===== config.mk =====
export PLATFORM = sky130hd
export DESIGN_NAME = vram_scroller
export DESIGN_NICKNAME = d
export VERILOG_FILES = /design/src/rtl/vram_scroller_pkg.sv /design/src/rtl/vram_scroller_row_sel.sv /design/src/rtl/vram_scroller.sv
export SDC_FILE = /design/constraint.sdc
export NUM_CORES = 1
export LEC_CHECK = 0
export BUFFER_PORTS_ARGS = -buffer_cell sky130_fd_sc_hd__buf_2
export CORE_ASPECT_RATIO = 1.25
export CORE_MARGIN = 8
export CORE_UTILIZATION = 40
export CTS_BUF_LIST = sky130_fd_sc_hd__clkbuf_4
export CTS_CLUSTER_DIAMETER = 200
export DETAILED_ROUTE_END_ITERATION = 7
export HOLD_SLACK_MARGIN = 0.03
export PLACE_DENSITY_LB_ADDON = 0.1
export SKIP_LAST_GASP = 1
export SYNTH_ARGS = -nofsm -noshare
export SYNTH_HDL_FRONTEND = slang
export SYNTH_SLANG_ARGS = --single-unit

===== constraint.sdc =====
create_clock -name i_clk -period 2.7 [get_ports i_clk]
set_input_delay 0.135 -clock i_clk [delete_from_list [all_inputs] [get_ports i_clk]]
set_output_delay 0.135 -clock i_clk [all_outputs]
set_load 0.005 [all_outputs]

===== src/rtl/vram_scroller_pkg.sv =====
// Shared definitions for the text-VRAM scroll engine: FSM states and scroll
// direction codes.
package vram_scroller_pkg;

  typedef enum logic [2:0] {
    ST_IDLE  = 3'd0,
    ST_READ  = 3'd1,
    ST_WRITE = 3'd2,
    ST_FILL  = 3'd3,
    ST_DONE  = 3'd4
  } state_t;

  localparam logic DIR_UP   = 1'b0;
  localparam logic DIR_DOWN = 1'b1;

endpackage


===== src/rtl/vram_scroller_row_sel.sv =====
// Combinational row selector: maps the current destination row to its source
// row, decides fill vs copy, and steps to the next destination row.
module vram_scroller_row_sel
  import vram_scroller_pkg::*;
#(
  parameter int ROW_W = 5
) (
  input  logic             dir,
  input  logic [ROW_W-1:0] dst,
  input  logic [ROW_W:0]   n,
  input  logic [ROW_W-1:0] first,
  input  logic [ROW_W-1:0] last,
  output logic [ROW_W-1:0] src,
  output logic             fill_flag,
  output logic [ROW_W-1:0] next_dst,
  output logic             next_fill_flag,
  output logic             last_row_flag
);

  localparam logic [ROW_W-1:0] ROW_ONE   = {{(ROW_W-1){1'b0}}, 1'b1};
  localparam logic [ROW_W:0]   ROW_ONE_X = {{ROW_W{1'b0}}, 1'b1};

  logic [ROW_W:0] dst_x_s;
  logic [ROW_W:0] first_x_s;
  logic [ROW_W:0] last_x_s;
  logic [ROW_W:0] src_x_s;
  logic [ROW_W:0] nxt_src_x_s;

  // Extra top bit keeps over/underflowed sources out of the valid row range.
  always_comb begin
    dst_x_s     = {1'b0, dst};
    first_x_s   = {1'b0, first};
    last_x_s    = {1'b0, last};
    src_x_s     = {(ROW_W+1){1'b0}};
    nxt_src_x_s = {(ROW_W+1){1'b0}};
    if (dir == DIR_UP) begin
      src_x_s        = dst_x_s + n;
      nxt_src_x_s    = dst_x_s + ROW_ONE_X + n;
      fill_flag      = (src_x_s > last_x_s);
      next_fill_flag = (nxt_src_x_s > last_x_s);
      next_dst       = dst + ROW_ONE;
      last_row_flag  = (dst == last);
    end else begin
      src_x_s        = dst_x_s - n;
      nxt_src_x_s    = dst_x_s - ROW_ONE_X - n;
      fill_flag      = src_x_s[ROW_W] | (src_x_s < first_x_s);
      next_fill_flag = nxt_src_x_s[ROW_W] | (nxt_src_x_s < first_x_s);
      next_dst       = dst - ROW_ONE;
      last_row_flag  = (dst == first);
    end
    src = src_x_s[ROW_W-1:0];
  end

endmodule


===== src/rtl/vram_scroller.sv =====
// Text-VRAM scroll engine: moves a row window up or down by N lines through a
// single-port VRAM, filling vacated rows with a latched character.
module vram_scroller
  import vram_scroller_pkg::*;
#(
  parameter int ROW_W  = 5,
  parameter int COL_W  = 6,
  parameter int COLS   = 60,
  parameter int DATA_W = 8
) (
  input  logic                   i_clk,
  input  logic                   i_rst_n,
  input  logic                   i_start,
  input  logic                   i_dir,
  input  logic [ROW_W-1:0]       i_lines,
  input  logic [ROW_W-1:0]       i_first_row,
  input  logic [ROW_W-1:0]       i_last_row,
  input  logic [DATA_W-1:0]      i_fill,
  output logic                   o_busy,
  output logic                   o_done,
  output logic [ROW_W+COL_W-1:0] o_vram_addr,
  output logic [DATA_W-1:0]      o_vram_din,
  input  logic [DATA_W-1:0]      i_vram_dout,
  output logic                   o_vram_ce,
  output logic                   o_vram_wre
);

  localparam logic [COL_W-1:0] COL_LAST  = COL_W'(COLS - 1);
  localparam logic [COL_W-1:0] COL_ONE   = {{(COL_W-1){1'b0}}, 1'b1};
  localparam logic [ROW_W:0]   ROW_ONE_X = {{ROW_W{1'b0}}, 1'b1};

  state_t              state_r;
  state_t              state_n;
  logic                dir_r;
  logic [ROW_W:0]      n_r;
  logic [ROW_W-1:0]    first_r;
  logic [ROW_W-1:0]    last_r;
  logic [DATA_W-1:0]   fill_r;
  logic [ROW_W-1:0]    dst_r;
  logic [COL_W-1:0]    col_r;

  logic [ROW_W:0]      first_x_s;
  logic [ROW_W:0]      last_x_s;
  logic [ROW_W:0]      lines_x_s;
  logic [ROW_W:0]      h_s;
  logic [ROW_W:0]      n_s;
  logic                bad_s;
  logic                start_fill_s;

  logic [ROW_W-1:0]    src_s;
  logic                cur_fill_s;
  logic [ROW_W-1:0]    nxt_dst_s;
  logic                nxt_fill_s;
  logic                cur_last_s;
  logic                col_wrap_s;

  vram_scroller_row_sel #(.ROW_W(ROW_W)) u_row_sel (
    .dir            (dir_r),
    .dst            (dst_r),
    .n              (n_r),
    .first          (first_r),
    .last           (last_r),
    .src            (src_s),
    .fill_flag      (cur_fill_s),
    .next_dst       (nxt_dst_s),
    .next_fill_flag (nxt_fill_s),
    .last_row_flag  (cur_last_s)
  );

  // Window height and clamped line count from the request; the first row is
  // pure fill exactly when the clamped count covers the whole window.
  always_comb begin
    first_x_s    = {1'b0, i_first_row};
    last_x_s     = {1'b0, i_last_row};
    lines_x_s    = {1'b0, i_lines};
    h_s          = last_x_s - first_x_s + ROW_ONE_X;
    bad_s        = (i_first_row > i_last_row) || (i_lines == {ROW_W{1'b0}});
    if (lines_x_s < h_s) begin
      n_s = lines_x_s;
    end else begin
      n_s = h_s;
    end
    start_fill_s = (lines_x_s >= h_s);
  end

  // Next-state logic.
  always_comb begin
    state_n    = state_r;
    col_wrap_s = (col_r == COL_LAST);
    case (state_r)
      ST_IDLE: begin
        if (!i_start) begin
          state_n = ST_IDLE;
        end else if (bad_s) begin
          state_n = ST_DONE;
        end else if (start_fill_s) begin
          state_n = ST_FILL;
        end else begin
          state_n = ST_READ;
        end
      end
      ST_READ: state_n = ST_WRITE;
      ST_WRITE, ST_FILL: begin
        if (!col_wrap_s) begin
          state_n = cur_fill_s ? ST_FILL : ST_READ;
        end else if (cur_last_s) begin
          state_n = ST_DONE;
        end else begin
          state_n = nxt_fill_s ? ST_FILL : ST_READ;
        end
      end
      ST_DONE: state_n = ST_IDLE;
      default: state_n = ST_IDLE;
    endcase
  end

  // State, latched operands and cell cursor.
  always_ff @(posedge i_clk) begin
    if (!i_rst_n) begin
      state_r <= ST_IDLE;
      dir_r   <= DIR_UP;
      n_r     <= {(ROW_W+1){1'b0}};
      first_r <= {ROW_W{1'b0}};
      last_r  <= {ROW_W{1'b0}};
      fill_r  <= {DATA_W{1'b0}};
      dst_r   <= {ROW_W{1'b0}};
      col_r   <= {COL_W{1'b0}};
    end else begin
      state_r <= state_n;
      case (state_r)
        ST_IDLE: begin
          if (i_start) begin
            dir_r   <= i_dir;
            n_r     <= n_s;
            first_r <= i_first_row;
            last_r  <= i_last_row;
            fill_r  <= i_fill;
            dst_r   <= (i_dir == DIR_UP) ? i_first_row : i_last_row;
            col_r   <= {COL_W{1'b0}};
          end
        end
        ST_WRITE, ST_FILL: begin
          if (col_wrap_s) begin
            col_r <= {COL_W{1'b0}};
            dst_r <= nxt_dst_s;
          end else begin
            col_r <= col_r + COL_ONE;
          end
        end
        default: begin
          col_r <= col_r;
        end
      endcase
    end
  end

  // VRAM port and status decode from the registered state.
  always_comb begin
    o_busy      = 1'b0;
    o_done      = 1'b0;
    o_vram_ce   = 1'b0;
    o_vram_wre  = 1'b0;
    o_vram_addr = {(ROW_W+COL_W){1'b0}};
    o_vram_din  = {DATA_W{1'b0}};
    case (state_r)
      ST_READ: begin
        o_busy      = 1'b1;
        o_vram_ce   = 1'b1;
        o_vram_addr = {src_s, col_r};
      end
      ST_WRITE: begin
        o_busy      = 1'b1;
        o_vram_ce   = 1'b1;
        o_vram_wre  = 1'b1;
        o_vram_addr = {dst_r, col_r};
        o_vram_din  = i_vram_dout;
      end
      ST_FILL: begin
        o_busy      = 1'b1;
        o_vram_ce   = 1'b1;
        o_vram_wre  = 1'b1;
        o_vram_addr = {dst_r, col_r};
        o_vram_din  = fill_r;
      end
      ST_DONE: o_done = 1'b1;
      default: o_done = 1'b0;
    endcase
  end

endmodule


; ---- Word level (Yosys, flattened, before mapping)
; Cells that the tools add are included.
[classes]
n_addsub = 11
magnitude_cmp = 7
eq_ne = 9
muxes = 26
bitwise = 2
reduce_logical = 9
[ops]
columns = operator, n
row1 = two-way mux 5 bit, 5
row2 = one-hot mux 11 bit (2 select lines), 1
row3 = two-way mux 6 bit, 3
row4 = one-hot mux 8 bit (2 select lines), 1
row5 = adder 6 x 1 -> 6 bit (second input constant), 2
row6 = > comparator 6 x 5 -> 1 bit, 2
row7 = less-than comparator 6 x 5 -> 1 bit, 2
row8 = two-way mux 3 bit, 4
row9 = one-hot mux 6 bit (2 select lines), 1
row10 = == test 5 bit, 2
row11 = one-hot mux 5 bit (2 select lines), 1
row12 = one-hot mux 3 bit (3 select lines), 1
row13 = adder 5 x 1 -> 6 bit (second input constant), 1
row14 = adder 5 x 6 -> 6 bit, 1
row15 = adder 6 bit, 1
row16 = == test 3 x 2 -> 1 bit (second input constant), 2
row17 = == test 6 bit (second input constant), 1
row18 = >= comparator 5 x 6 -> 1 bit, 1
row19 = less-than comparator 5 x 6 -> 1 bit, 1
row20 = two-way mux 1 bit, 6
row21 = two-way mux 2 bit, 3
row22 = subtractor 5 x 1 -> 6 bit (second input constant), 1
row23 = subtractor 5 x 5 -> 6 bit, 1
row24 = subtractor 5 x 6 -> 6 bit, 1
row25 = other kinds (17), 19
[totals]
register_bits = 39
output_inout_bits = 23

; ---- Longest topological paths before layout
; Gate-level depths: netlist of run 1.
[depth]
word_depth = 9
depth_mapped = 15

; ---- Cells and area by module
; Synthesis of run 1 repeated with hierarchy kept, for this count alone.
[unflattened]
cells_unflattened = 505
area_unflattened_um2 = 3921.3
[by_module_without_submodules]
columns = module, n_inst, cells_per_inst, area_per_inst_um2, seq_area_each_um2
row1 = vram_scroller, 1, 318, 2537.4, 780.7
row2 = vram_scroller_row_sel, 1, 187, 1383.8, 0.0

; ---- Worst setup path after synthesis of run 1
; No wires, ideal clock.
[synth_path]
path_type = register to register
startpoint = register dst_r[1]
endpoint = register state_r[1]
setup_ns = 0.117
arrival_ns = 2.666
t_required_ns = 2.583
path_slack_ns = -0.082
path_stages_with_launch = 13
path_buffers = 0
period_less_slack_ns = 2.782
path_cell_list = dfxtp_1 inv_1 fa_1 nor2_1 nor2_1 o21bai_1 xnor2_1 ha_1 o22ai_1 o21ai_0 or4b_1 a41oi_2 nor2_1
[synth_via]
elab_chain_cells = 9
elab_cells_between_ends = 22
cone_classes = add/sub (6) / order compare (4) / eq/ne (2) / mux (8) / bitwise (2)
[synth_lines]
columns = item, line
row1 = from (decl), vram_scroller.sv:39  ; logic [ROW_W-1:0] dst_r;
row2 = from (signal assigned), vram_scroller.sv:126  ; dst_r <= {ROW_W{1'b0}};
row3 = from (signal assigned), vram_scroller.sv:138  ; dst_r <= (i_dir == DIR_UP) ? i_first_row : i_last_row;
row4 = from (signal assigned), vram_scroller.sv:145  ; dst_r <= nxt_dst_s;
row5 = subtractor 5 x 1 -> 6 bit, vram_scroller_row_sel.sv:45  ; nxt_src_x_s = dst_x_s - ROW_ONE_X - n;
row6 = subtractor 6 bit, vram_scroller_row_sel.sv:45
row7 = less-than comparator 6 x 5 -> 1 bit, vram_scroller_row_sel.sv:47  ; next_fill_flag = nxt_src_x_s[ROW_W] | (nxt_src_x_s < first_x_s);
row8 = bitwise OR 1 bit, vram_scroller_row_sel.sv:47
row9 = two-way mux 1 bit, vram_scroller_row_sel.sv:36  ; if (dir == DIR_UP) begin
row10 = two-way mux 2 bit, vram_scroller.sv:109  ; state_n = nxt_fill_s ? ST_FILL : ST_READ;
row11 = two-way mux 3 bit, vram_scroller.sv:106  ; end else if (cur_last_s) begin
row12 = two-way mux 3 bit (*), vram_scroller.sv:104  ; if (!col_wrap_s) begin
row13 = one-hot mux 3 bit (3 select lines) (*), vram_scroller.sv:90  ; case (state_r)
row14 = to (signal assigned), vram_scroller.sv:129  ; state_r <= state_n;
row15 = to (decl), vram_scroller.sv:32  ; state_t state_r;
; Mark *: on every way between the ends. The rest lies on a longest branch, timed or not.
; A chain may end at the register's enable or synchronous reset.

; ---- Final worst setup path of run 1
[layout_path]
startpoint = register n_r[0]
endpoint = register state_r[1]
[layout_via]
elab_chain_cells = 8
elab_cells_between_ends = 17
cone_classes = add/sub (4) / order compare (4) / mux (7) / bitwise (2)
[layout_lines]
columns = item, line
row1 = from (decl), vram_scroller.sv:35  ; logic [ROW_W:0] n_r;
row2 = from (signal assigned), vram_scroller.sv:122  ; n_r <= {(ROW_W+1){1'b0}};
row3 = from (signal assigned), vram_scroller.sv:134  ; n_r <= n_s;
row4 = subtractor 6 bit, vram_scroller_row_sel.sv:45
row5 = less-than comparator 6 x 5 -> 1 bit, vram_scroller_row_sel.sv:47
row6 = bitwise OR 1 bit, vram_scroller_row_sel.sv:47
row7 = two-way mux 1 bit, vram_scroller_row_sel.sv:36
row8 = two-way mux 2 bit, vram_scroller.sv:109
row9 = two-way mux 3 bit, vram_scroller.sv:106
row10 = two-way mux 3 bit (*), vram_scroller.sv:104
row11 = one-hot mux 3 bit (3 select lines) (*), vram_scroller.sv:90
; Marks and branches as above.

==> reports/results.ini, run 1 <==
[setup_path]
crit_start=n_r[0]
critPathSlowestCell=or4b_4
critical_path_class=reg -> reg
critPathMostFrequentCell=nor2_1
rr_startpoint=n_r[0]
crit_chain=ha_4 -> inv_2 -> fa_2 -> nor2_2 -> nor2_1 -> o21bai_1 -> xnor2_1 -> ha_1 -> nand2b_1 -> o22ai_2 -> o21ai_2 -> or4b_4 -> a41oi_2 -> nor2_1
start_kind=register
critPathMaxStageDelay_ps=490
path_max_fanout=2
r2r_slack_ps=-80
arrival_ps=3050
cp-end-kind=register
crit_required_ps=2970

[sta]
timing.fmax_mhz=359.5
maxSlewViolCount=0
timing.hold.ws_ps=61.10
setup_viol=1
fin_crit_ps=2782
min_period_over_period=1.030
slew_headroom=0.6256
worstMarginPinSlew_ps=561.6
clock_skew_ps=10.16
fin_ws_ps=-81.75
rsz0062_at_grt=yes
hold_viol=0

[finish]
diodes=0
final_cell_area_mm2=0.004781
final_cell_mix=nand2_1, buf_2, buf_4, ha_1, inv_1
layout-drive-gt1-share=0.2643
syn2layout_area_growth_pct=27.41
layout_commonest_cell=nand2_1
fin_util=0.5239
seq_area_um2=785.8
stdcell_count=717
final_nets=686
fillCellCount=932
multiInputGateArea_mm2=0.002783

[detailed_routing]
detail_route.vias_per_cell=5.222
drt_iter0_markers=161
via_count=3744
ant_nets=0
wl_per_cell_um=16.04
routed_wl_um=11500
remaining_drc_errors=0
drt_first_pass_iters=4

[synthesis]
netlist.area_leader.share=0.2081
synth-async-reset-ratio=0
synth_top_family_by_area=compound AO/OA/AOI/OAI gates
ys_types=59
synth-main-ff-cell=dfxtp_1
seq_area_frac_synth=0.2081
synth_xor_area_frac=0.04902
synthesis.nets=574
synth_compound_area_frac=0.2134
synth-simple-area-share=0.2007
yosys_register_bits=39
yosysWarnings=0
synth_area_mm2=0.003752
synth_edf_count=0
synth.area.mux_share=0.04568
synth.top_cells.by_area=dfxtp_1, ha_1, nand2_1, inv_1, mux2i_1
synthAdderAreaFrac=0.2074
synthCells=481
avgSynthCellArea_um2=7.801
synth_area_leader_cell=dfxtp_1

[die]
num_rows=39
start_util=0.4112
die-width_um=102.6
dieArea_mm2=0.01276
boundaryPins=58
die_y_um=124.3
core_mm2=0.009125

[pwr]
p_seq_frac=0.238
p_leak_nw=2.248
power.switching_mw=1.322
swShare=0.4419
vdd_ir_drop_max_v=0.0003152
p_int_mw=1.670
p_per_area_mw_per_mm2=625.7
total_power_mw=2.992
p_clk_frac=0.105
comb_power_share=0.657

[clock_tree]
numClockSinks=39
worstSkewPairLatency_ps=360
clk_pin_slew_ps=120
cts_buffer_depth=2
cts_tree=yes
cts-htree-levels=2
numCtsBuffers=5
root_buffer=clkbuf_4

[placed_design]
port_buffers=57
place_congestion=0.8974
detailed_place_hpwl_um=9198
place_inst=695
placed_cell_area_mm2=0.004491

[outcome]
violations=setup timing
status=finished with violations

[min_path]
min_from=i_lines[2]
hold_path_class=in -> reg

[global_routing]
globalRouteOverflowTotal=0
grt_max_degree=34
grt_antenna_before_repair=0
grt_pass1_wl_um=18550
track_usage=0.1825
grt_pass1_vias=3817

[job]
max-cap-violations=0

[path summary, 6_finish.rpt]
path,end,depth (start not counted)
max,state_r[1],14
min,n_r[2],3
max reg2reg,state_r[1],14
min reg2reg,fill_r[3],2
[cell families after synthesis]
logic type / after synthesis
AO/OA/AOI/OAI: 119
multiplexers: 17
adder cells (fa/ha/maj): 58
AND/OR/NAND/NOR: 160
buffers and inverters: 67
flip-flops: 39
XOR/XNOR: 21
[state kept, by name, indices dropped and copies added, names as in the netlist]
name     cells
n_r          6
col_r        6
last_r       5
state_r      3
first_r      5
dst_r        5
fill_r       8
dir_r        1
[Yosys cell counts (5+ instances only)]
master	number
xnor2_1	13
nor2b_1	7
buf_2	8
a21oi_1	28
clkbuf_1	6
nand2b_1	8
o21bai_1	5
ha_1	51
fa_1	7
nand2_1	65
mux2i_1	16
nand3_1	7
nor3_1	5
a21o_1	5
and2_1	8
nor2_1	42
o21ai_0	20
a21boi_1	18
xor2_1	8
dfxtp_1	39
inv_1	45
[power by group through the flow]
stage	clock network, mW	logic (mW)	registers [mW]
finish	0.314	1.97	0.713
global route	0.354	2.19	0.723
CTS	0.324	1.84	0.711
detailed placement	0	1.78	0.723
global placement	0	1.76	0.720
floorplan	0	1.15	0.713
[metrics by stage]
stage / TNS (ps) / worst slack, ps
after CTS: -46.17 / -46.17
after global routing: -186.4 / -185.5
final: -81.75 / -81.75
after global placement: -351.0 / -131.5
after detailed placement: -567.4 / -184.3
after floorplan: 0 / 4.156
[routing by layer]
metal | global-route usage | part of all wire
met5 | 0 | 0
met4 | 0.07712 | 0.039
met3 | 0.03188 | 0.043
met2 | 0.3111 | 0.49
met1 | 0.2147 | 0.43
[cell type report]
| cell class | instances | share of cell area |
|---|---|---|
| well taps | 123 | 0.03219 |
| clock buffers | 5 | 0.007851 |
| repair buffers | 124 | 0.1717 |
| clock inverters | 3 | 0.004187 |
| multi-input cells | 375 | 0.5820 |
| inverters | 48 | 0.03769 |
| flip-flops and latches | 39 | 0.1644 |
[critical path, delay by kind of cell (launching register included)]
| kind | cells | cell delay, ps |
|---|---|---|
| buf+inv | 1 | 40 |
| xor+xnor | 1 | 130 |
| compound gates | 4 | 530 |
| flops | 1 | 370 |
| fa+ha+maj | 3 | 850 |
| simple gates | 5 | 770 |
[repair_timing]
item                                   in CTS  in global routing
endpoints found under the hold margin      10                  0
pin swaps                                   3                 18
buffers inserted                            0                  4
setup endpoints to repair                   1                  3
hold buffers                               10                  0
gates resized for setup                     6                 20
(Power assumes the default switching activity.)
==> inputs of run 2 (changes only) <==
--- a/config.mk
+++ b/config.mk
@@ -12,8 +12,8 @@
 export CTS_BUF_LIST = sky130_fd_sc_hd__clkbuf_4
 export CTS_CLUSTER_DIAMETER = 200
 export DETAILED_ROUTE_END_ITERATION = 7
-export HOLD_SLACK_MARGIN = 0.03
 export PLACE_DENSITY_LB_ADDON = 0.1
+export RECOVER_POWER = 25
 export SKIP_LAST_GASP = 1
 export SYNTH_ARGS = -nofsm -noshare
 export SYNTH_HDL_FRONTEND = slang
==> run 2 against run 1 <==
  * The flow still finishes with violations (setup timing)
  * Utilization shrank 0.26 points
  * Via count shrank 0.35%
  * Count of clock-buffer cells in the layout is the same
  * Global-route usage is essentially flat
  * Cell count shrank 0.28%
  * Critical path type unchanged
==> reports/results.ini, run 2 (synthesis gave the netlist of run 1 again) <==
[setup_path]
path_max_fanout=2  ; unchanged
r2r_slack_ps=-80  ; about the same
rr_startpoint=n_r[0]
cp-endpoint=state_r[1]
critical_path_class=reg -> reg
r2r-end=state_r[1]
crit_start=n_r[0]
start_kind=register
arrival_ps=3050  ; about the same
crit_required_ps=2970  ; about the same
rr_worst_depth=14  ; unchanged
cp-end-kind=register

[min_path]
hold_path_class=in -> reg

[die]
die-width_um=102.6  ; unchanged
dieArea_mm2=0.01276  ; unchanged
boundaryPins=58  ; unchanged
die_y_um=124.3  ; unchanged
core_mm2=0.009125  ; unchanged
num_rows=39  ; unchanged
start_util=0.4112  ; unchanged

[pwr]
comb_power_share=0.656  ; about the same
p_per_area_mw_per_mm2=627.2  ; +0.23%
p_leak_nw=2.228  ; -0.87%
total_power_mw=2.984  ; -0.27%
p_seq_frac=0.239  ; about the same
vdd_ir_drop_max_v=0.0003138  ; -0.45%
power.switching_mw=1.320  ; -0.14%
p_int_mw=1.664  ; -0.37%
p_clk_frac=0.105  ; about the same
swShare=0.4424  ; +0.0005681

[outcome]
status=finished with violations
violations=setup timing

[clock_tree]
numCtsBuffers=5  ; unchanged
cts_tree=yes
cts-htree-levels=2  ; unchanged
worstSkewPairLatency_ps=370  ; about the same
numClockSinks=39  ; unchanged
cts_buffer_depth=2  ; unchanged
root_buffer=clkbuf_4
clk_pin_slew_ps=130  ; about the same

[finish]
syn2layout_area_growth_pct=26.78
layout_commonest_cell=nand2_1
regMostFlops=fill_r
reg_top3=fill_r x8, col_r x6, n_r x6
multiInputGateArea_mm2=0.002783  ; unchanged
seq_area_um2=785.8  ; unchanged
diodes=0  ; unchanged
final_cell_mix=nand2_1, buf_2, buf_4, ha_1, inv_1
largest_reg_flops=8  ; unchanged
layout-drive-gt1-share=0.2635  ; -0.0007963
fillCellCount=937  ; +0.54%
final_nets=684  ; -0.29%
fin_util=0.5213  ; -0.002605

[detailed_routing]
ant_nets=0  ; unchanged
routed_wl_um=11450  ; -0.45%
drt_first_pass_iters=4  ; unchanged
drt_iter0_markers=158  ; -1.9%
wl_per_cell_um=16.01  ; -0.17%
detail_route.vias_per_cell=5.218  ; about the same
via_count=3731  ; -0.35%
remaining_drc_errors=0  ; unchanged

[placed_design]
port_buffers=57  ; unchanged
place_congestion=0.8974  ; unchanged
place_ws_ps=-184.3  ; unchanged
detailed_place_hpwl_um=9198  ; unchanged

[global_routing]
track_usage=0.1822  ; -0.0002268
grt_pass1_vias=3813  ; -0.10%
grt_max_degree=34  ; unchanged
grt_pass1_wl_um=18520  ; -0.19%
globalRouteOverflowTotal=0  ; unchanged
grt_antenna_before_repair=0  ; unchanged

[sta]
worstMarginPinSlew_ps=1284  ; +722.5 ps
hold_viol=0  ; unchanged
fin_ws_ps=-84.08  ; -2.329 ps
min_period_over_period=1.031  ; about the same
slew_headroom=0.1439  ; -0.4817
setup_viol=1  ; unchanged
timing.fmax_mhz=359.2  ; about the same
setup_tns_ps=-84.08  ; -2.329 ps
fin_crit_ps=2784  ; +2.330 ps
rsz0062_at_grt=yes
maxSlewViolCount=0  ; unchanged
clock_skew_ps=9.578  ; -0.5844 ps

[job]
max-cap-violations=0  ; unchanged

[run 2: cell count changes in the layout (fill, tap and decap cells not counted), sizes merged]
| cell | delta |
|---|---|
| clkbuf | +1 |
| buf | -1 |
| dlygate4sd3 | -2 |
[run 2: through the flow]
stage | cell area (um2) | hold slack (ps) | std cells
2_1_floorplan | 3757 | 269.8 | 481
3_3_place_gp | 4491 | 376.1 | 695
3_5_place_dp | 4491 | 383.4 | 695
4_1_cts | 4654 | 20.84 | 711
5_1_grt | 4757 | 33.32 | 715
6_report | 4757 | 36.51 | 715
[run 2: how the worst min path moves through the flow]
| stage | from | to | depth (start not counted) |
|---|---|---|---|
| global placement | i_fill[2] | fill_r[2] | 3 |
| finish | i_first_row[0] | first_r[0] | 3 |
| CTS | i_first_row[0] | first_r[0] | 3 |
| detailed placement | i_fill[6] | fill_r[6] | 3 |
| global route | i_first_row[0] | first_r[0] | 3 |
| floorplan | i_fill[0] | fill_r[0] | 2 |
[run 2: power by group through the flow]
stage,combinational (mW),clock (mW),sequential (mW)
3_3_place_gp,1.76,0,0.720
2_1_floorplan,1.15,0,0.713
6_report,1.96,0.314,0.713
5_1_grt,2.18,0.354,0.723
3_5_place_dp,1.78,0,0.723
4_1_cts,1.83,0.324,0.711
[run 2: what timing repair did]
item | 4_1_cts | 5_1_grt
endpoints found under the hold margin | 8 | 0
pin swaps | 3 | 18
hold buffers | 8 | 0
setup buffers | 0 | 4
setup endpoints to repair | 1 | 3
resized for setup | 6 | 20
cloned | 0 | 0
[run 2: routing by layer]
metal  GRT usage  part of all wire  vias up
met5           0                 0        -
met1      0.2137              0.42     1746
met3     0.03244             0.053       22
met2      0.3088              0.49       94
li1            -                 -     1869
met4     0.08232             0.041        0
[run 2: area by class of cell]
class / instances / area share
clock buffer: 5 / 0.007891
clock inverter: 3 / 0.004208
inverter: 48 / 0.03787
multi-input combinational: 375 / 0.5850
sequential: 39 / 0.1652
tap: 123 / 0.03235
timing repair buffer: 122 / 0.1675
[run 2: critical path, stage by stage, from the launching register on]
cell and delay, ps:
dfxtp_2 370, ha_4 130, inv_2 40, fa_2 380
nor2_2 110, nor2_1 40, o21bai_1 160, xnor2_1 130
ha_1 340, nand2b_1 80, o22ai_2 110, o21ai_2 80
or4b_4 490, a41oi_2 180, nor2_1 50
